===== src/rtl/sub_shift_rows_iter_if.sv =====
`default_nettype none
// ============================================================================
// Module      : sub_shift_rows_iter_if
// Description : Handshake and data bundle for the iterative SubBytes+ShiftRows
//               stage. The master side is the producer/consumer pair around
//               the block; the slave side is the block itself.
// Revision    : 1.0 - initial release
// ============================================================================
interface sub_shift_rows_iter_if;
  logic [0:127] In_Matrix;
  logic         In_Valid;
  logic         In_Ready;
  logic [0:127] Out_Matrix;
  logic         Out_Valid;
  logic         Out_Ready;
  logic         Busy;

  modport master (
    output In_Matrix, In_Valid, Out_Ready,
    input  In_Ready, Out_Matrix, Out_Valid, Busy
  );

  modport slave (
    input  In_Matrix, In_Valid, Out_Ready,
    output In_Ready, Out_Matrix, Out_Valid, Busy
  );
endinterface
`default_nettype wire


===== src/rtl/sub_shift_rows_iter.sv =====
`default_nettype none
// ============================================================================
// Module      : sub_shift_rows_iter
// Description : Iterative AES SubBytes + ShiftRows. LANES bytes are
//               substituted per cycle; ShiftRows is folded into the choice
//               of source byte, so the output register is written directly
//               in ShiftRows order. Legal LANES: 1, 2, 4, 8, 16.
// Revision    : 1.0 - initial release
// ============================================================================
module sub_shift_rows_iter #(
  parameter int LANES = 4
) (
  input wire                 clk,
  input wire                 rst,
  sub_shift_rows_iter_if.slave bus
);

  localparam int NSTEP = 16 / LANES;
  localparam int CW    = (NSTEP > 1) ? $clog2(NSTEP) : 1;
  localparam logic [CW-1:0] LAST_STEP = CW'(NSTEP - 1);

  // FIPS-197 forward S-box, byte x at bits [8x:8x+7]
  localparam logic [0:2047] SBOX_TABLE = {
    256'h637c777bf26b6fc53001672bfed7ab76ca82c97dfa5947f0add4a2af9ca472c0,
    256'hb7fd9326363ff7cc34a5e5f171d8311504c723c31896059a071280e2eb27b275,
    256'h09832c1a1b6e5aa0523bd6b329e32f8453d100ed20fcb15b6acbbe394a4c58cf,
    256'hd0efaafb434d338545f9027f503c9fa851a3408f929d38f5bcb6da2110fff3d2,
    256'hcd0c13ec5f974417c4a77e3d645d197360814fdc222a908846eeb814de5e0bdb,
    256'he0323a0a4906245cc2d3ac629195e479e7c8376d8dd54ea96c56f4ea657aae08,
    256'hba78252e1ca6b4c6e8dd741f4bbd8b8a703eb5664803f60e613557b986c11d9e,
    256'he1f8981169d98e949b1e87e9ce5528df8ca1890dbfe6426841992d0fb054bb16
  };

  function automatic logic [7:0] sbox(input logic [7:0] x);
    return SBOX_TABLE[{x, 3'b000} +: 8];
  endfunction

  typedef enum logic [1:0] {
    S_IDLE = 2'd0,
    S_SUB  = 2'd1,
    S_DONE = 2'd2
  } state_t;

  state_t          state_q, state_d;
  logic [CW-1:0]   step_q, step_d;
  logic [0:127]    in_q, in_d;
  logic [0:127]    out_q, out_d;
  logic            in_ready;

  logic [8*LANES-1:0] lane_byte;
  logic [4*LANES-1:0] lane_dst;

  // Each lane owns one output byte of the current step; its source byte is
  // the same row taken (row) columns to the right, wrapping within the row.
  for (genvar l = 0; l < LANES; l++) begin : g_lane
    logic [3:0] dst;
    logic [1:0] src_col;
    assign dst     = 4'(int'(step_q) * LANES + l);
    assign src_col = dst[3:2] + dst[1:0];
    assign lane_dst[4*l +: 4]  = dst;
    assign lane_byte[8*l +: 8] = sbox(in_q[{src_col, dst[1:0], 3'b000} +: 8]);
  end

  // Next-state, datapath update and ready generation
  always_comb begin
    state_d  = state_q;
    step_d   = step_q;
    in_d     = in_q;
    out_d    = out_q;
    in_ready = 1'b0;
    case (state_q)
      S_IDLE: begin
        in_ready = 1'b1;
        if (bus.In_Valid) begin
          in_d    = bus.In_Matrix;
          step_d  = '0;
          state_d = S_SUB;
        end
      end
      S_SUB: begin
        for (int l = 0; l < LANES; l++) begin
          out_d[{lane_dst[4*l +: 4], 3'b000} +: 8] = lane_byte[8*l +: 8];
        end
        if (step_q == LAST_STEP) begin
          step_d  = '0;
          state_d = S_DONE;
        end else begin
          step_d = step_q + 1'b1;
        end
      end
      S_DONE: begin
        // Ready follows Out_Ready so a new state can slip in as the
        // current result leaves, avoiding an idle cycle.
        in_ready = bus.Out_Ready;
        if (bus.Out_Ready) begin
          if (bus.In_Valid) begin
            in_d    = bus.In_Matrix;
            step_d  = '0;
            state_d = S_SUB;
          end else begin
            state_d = S_IDLE;
          end
        end
      end
      default: state_d = S_IDLE;
    endcase
  end

  // State, step counter and data registers
  always_ff @(posedge clk or posedge rst) begin
    if (rst) begin
      state_q <= S_IDLE;
      step_q  <= '0;
      in_q    <= '0;
      out_q   <= '0;
    end else begin
      state_q <= state_d;
      step_q  <= step_d;
      in_q    <= in_d;
      out_q   <= out_d;
    end
  end

  assign bus.In_Ready   = in_ready & ~rst;
  assign bus.Out_Matrix = out_q;
  assign bus.Out_Valid  = (state_q == S_DONE);
  assign bus.Busy       = (state_q == S_SUB);

endmodule
`default_nettype wire


===== src/flat_wrapper.sv =====
// flat-port wrapper written by rule: the top's interface ports become plain ports
module sub_shift_rows_iter_flat 
#(
  parameter int LANES = 4
)
  (clk, rst, bus_In_Matrix, bus_In_Valid, bus_Out_Ready, bus_In_Ready, bus_Out_Matrix, bus_Out_Valid, bus_Busy);
  sub_shift_rows_iter_if bus_i ();
  input wire clk;
  input wire rst;
  input wire logic [$bits(bus_i.In_Matrix)-1:0] bus_In_Matrix;
  input wire logic [$bits(bus_i.In_Valid)-1:0] bus_In_Valid;
  input wire logic [$bits(bus_i.Out_Ready)-1:0] bus_Out_Ready;
  output wire logic [$bits(bus_i.In_Ready)-1:0] bus_In_Ready;
  output wire logic [$bits(bus_i.Out_Matrix)-1:0] bus_Out_Matrix;
  output wire logic [$bits(bus_i.Out_Valid)-1:0] bus_Out_Valid;
  output wire logic [$bits(bus_i.Busy)-1:0] bus_Busy;
  assign bus_i.In_Matrix = bus_In_Matrix;
  assign bus_i.In_Valid = bus_In_Valid;
  assign bus_i.Out_Ready = bus_Out_Ready;
  assign bus_In_Ready = bus_i.In_Ready;
  assign bus_Out_Matrix = bus_i.Out_Matrix;
  assign bus_Out_Valid = bus_i.Out_Valid;
  assign bus_Busy = bus_i.Busy;
  sub_shift_rows_iter #(.LANES(LANES)) u_core (.clk(clk), .rst(rst), .bus(bus_i));
endmodule

===== config.mk =====
export PLATFORM = sky130hd
export DESIGN_NAME = sub_shift_rows_iter_flat
export DESIGN_NICKNAME = d
export VERILOG_FILES = /design/src/rtl/sub_shift_rows_iter_if.sv /design/src/rtl/sub_shift_rows_iter.sv /design/src/flat_wrapper.sv
export SDC_FILE = /design/constraint.sdc
export NUM_CORES = 1
export LEC_CHECK = 0
export ABC_AREA = 1
export CAP_MARGIN = 0
export CORE_MARGIN = 2
export CORE_UTILIZATION = 29
export DETAILED_ROUTE_END_ITERATION = 10
export PLACE_DENSITY = 0.53
export SYNTH_ARGS = -nofsm -noshare
export SYNTH_HDL_FRONTEND = slang
export SYNTH_SLANG_ARGS = --single-unit

===== constraint.sdc =====
create_clock -name clk -period 21.5 [get_ports clk]
set_clock_uncertainty 0.15 [all_clocks]
set_input_delay 3.225 -clock clk [delete_from_list [all_inputs] [get_ports clk]]
set_output_delay 3.225 -clock clk [all_outputs]
set_load 0.005 [all_outputs]

==> results.py <==
metrics = {
    "layout": {
        "areaGrowthSynthToFinish_pct": 16.5,
        "layout-drive-gt1-share_pct": 7.22,
        "final_nets": 3993,
        "antenna_cells": 0,
        "ff_latch_area_um2": 6510,
        "design_area_um2": 27500,
        "n_fill_cell": 8920,
        "multi_input_area_um2": 15100,
    },
    "drt": {
        "first_pass_iters": 6,
        "drt_wl_total_mm": 109,
        "wl_met2_mm": 46.0,
        "ant_nets": 0,
        "viasPerCell": 5.69,
        "wl_met3_mm": 11.0,
        "wl_per_cell_um": 22.4,
        "highest_layer": "met5",
        "vias": 27783,
        "drt_iter0_markers": 4071,
        "wl_met1_mm": 47.7,
        "drc": 0,
    },
    "yosys": {
        "yosysWarnings": 0,
        "ys_seq_area_share_pct": 27.6,
        "synth_edf_count": 0,
        "netlist_instances": 3738,
        "synthArstFlopShare_pct": 100,
        "ys_ff_latch": 260,
        "syn_nets": 3929,
        "yosysUniqueCellTypes": 32,
        "synthFlopType": "dfrtp_1",
        "syn_area_um2": 23600,
        "avgSynthCellArea_um2": 6.31,
    },
    "min_path": {
        "worstHoldPathType": "reg -> reg",
        "worstHoldStart": "u_core.bus.Out_Matrix[4]",
        "min_to": "u_core.bus.Out_Matrix[4]",
        "hold_depth": 2,
    },
    "sta": {
        "timing.fmax_mhz": 127,
        "min_period_ns": 7.87,
        "final.setup.tns_ns": 0,
        "tightest_slew_ns": 1.21,
        "slew_violations": 0,
        "grt_setup_unrepaired": "no",
        "hold_violations": 0,
        "finalSetupViolations": 0,
        "slew_headroom_pct": 19.3,
        "fin_crit_sh_pct": 36.6,
    },
    "floorplan": {
        "rows": 104,
        "die_h_um": 289,
        "initial_core_util_pct": 29.3,
        "num_io_pins": 263,
        "die_area_um2": 83700,
        "core_area_um2": 80500,
        "dieWidth_um": 289,
    },
    "cts": {
        "cts_max_level": 1,
        "clk_latency_ns": 0.60,
        "cts_hold_buf": 0,
        "cts_setup_buffers": 0,
        "cts-root-buf": "clkbuf_16",
        "ctsResizeCount": 0,
        "clock_sinks": 260,
        "cts.clk_slew.worst_paths_ns": 0.06,
        "cts-buffers-inserted": 30,
        "clk_path_buf_depth": 3,
        "cts_tree": "yes",
    },
    "setup_path": {
        "startpoint_type": "input port",
        "r2r_cells": 16,
        "crit_fanout": 2,
        "cp-end-kind": "output pin",
        "crit-reg2reg-launch": "u_core.step_q[0]",
        "worstPathRequired_ns": 18.12,
        "arrival_ns": 4.50,
        "critPathKind": "in -> out",
        "r2r_end": "u_core.bus.Out_Matrix[30]",
        "r2r_setup_slack_ns": 15.84,
    },
    "placed_design": {
        "placed_cell_area_um2": 26500,
        "io_buffers": 262,
        "gp_congestion": 0.998,
        "place_hpwl_mm": 73.3,
    },
    "grt": {
        "grt_pass1_wl_mm": 165,
        "first_global_vias": 25871,
        "grt.total_usage_pct": 25.3,
        "grt_antenna_before_repair": 2,
        "gr-total-overflow": 0,
        "grt_max_degree": 125,
    },
    "run": {
        "drv_cap": 0,
    },
    "outcome": {
        "status": "finished clean",
    },
}
-- critical path, stage by stage --
cell	delay, ns
clkdlybuf4s50_1	0.45
inv_1	0.05
nand2_1	0.11
nand2_1	0.06
nor2_1	0.09
clkdlybuf4s50_1	0.51
-- worst max-delay path by stage --
stage                        from                        to  slack, ns
floorplan                     rst  u_core.bus.Out_Matrix[0]      10.97
global placement    bus_Out_Ready              bus_In_Ready      13.57
detailed placement  bus_Out_Ready              bus_In_Ready      13.62
CTS                 bus_Out_Ready              bus_In_Ready      13.62
global route        bus_Out_Ready              bus_In_Ready      13.54
finish              bus_Out_Ready              bus_In_Ready      13.63
-- sequential cells by signal, indices dropped and copies added, names as in the netlist --
name                   flops
u_core.state_q             2
u_core.in_q              128
u_core.bus.Out_Matrix    128
u_core.step_q              2
-- layout by cell type (no fill, tap or decap), drive strengths merged, types with 4 or more instances in the layout --
| cell type | netlist | routed |
|---|---|---|
| clkbuf | 66 | 43 |
| o21ai | 52 | 52 |
| mux2 | 74 | 74 |
| nand2 | 1263 | 1263 |
| dfrtp | 260 | 260 |
| nand4 | 113 | 113 |
| nand3b | 8 | 8 |
| ha | 59 | 59 |
| clkdlybuf4s50 | 0 | 262 |
| inv | 147 | 147 |
| a32oi | 7 | 7 |
| clkinvlp | 0 | 4 |
| o211ai | 15 | 15 |
| a21oi | 110 | 110 |
| nor2 | 148 | 148 |
| clkinv | 0 | 5 |
| buf | 204 | 40 |
| nand3 | 1189 | 1189 |
| or2 | 20 | 20 |
-- through the flow --
| stage | util (%) | hold slack, ns | instances | worst slack [ns] |
|---|---|---|---|---|
| global placement | 32.9 | 0.312 | 4830 | 13.57 |
| global route | 34.1 | 0.345 | 4885 | 13.54 |
| finish | 34.1 | 0.330 | 4885 | 13.63 |
| CTS | 34.1 | 0.333 | 4885 | 13.62 |
| floorplan | - | 0.321 | 3738 | 10.97 |
| detailed placement | 32.9 | 0.316 | 4830 | 13.62 |
-- cell type report --
class | instances | share of cell area (%)
Clock inverter | 12 | 0.569
Tap cell | 1060 | 4.82
Clock buffer | 43 | 3.16
Inverter | 147 | 2.05
Sequential cell | 260 | 23.7
Multi-Input combinational cell | 3061 | 55.1
Timing Repair Buffer | 302 | 10.6
-- kinds of logic (layout without fill, tap and decap cells) --
family	count (synthesis)	count (layout)	synth area share, %
mux	74	74	3.53
buf+inv	417	504	8.67
flops	260	260	27.6
simple gates	2743	2743	52.4
compound gates	185	185	4.69
fa+ha+maj	59	59	3.13
-- metal layers --
layer | track usage, % | up-vias
met1 | 36.1 | 13051
li1 | - | 12803
met4 | 9.90 | 4
met3 | 5.07 | 279
met5 | 0 | -
met2 | 37.0 | 1646
-- Yosys cell counts (2+ instances only) --
cell         n  area share [%]
inv_2       14            0.22
buf_1       21            0.33
buf_6       22             1.0
or2_0        2           0.053
buf_4       45             1.4
a32oi_4      5            0.58
nand2_4      4            0.19
a32oi_2      2            0.14
ha_1        59             3.1
nand3_2      7            0.30
and2_1       2           0.053
o21ai_1     14            0.30
buf_2      116             2.5
dfrtp_1    260              28
mux2_2      74             3.5
o211ai_1    15            0.48
nor2_1     148             2.4
clkbuf_1    66             1.0
o21ai_0     38            0.81
nand3_4      3            0.22
nand2_2     47             1.2
nand4_1    113             3.0
nand3_1   1179              25
or2_2        6            0.16
nand2_1   1212              19
inv_1      132             2.1
nand3b_1     8            0.25
or2_1       12            0.32
a21oi_1    108             2.3
a21oi_2      2           0.074
Power is left out: the tool's default activity adds up to more than one toggle a clock period on the data nets, which glitch-free logic cannot reach.
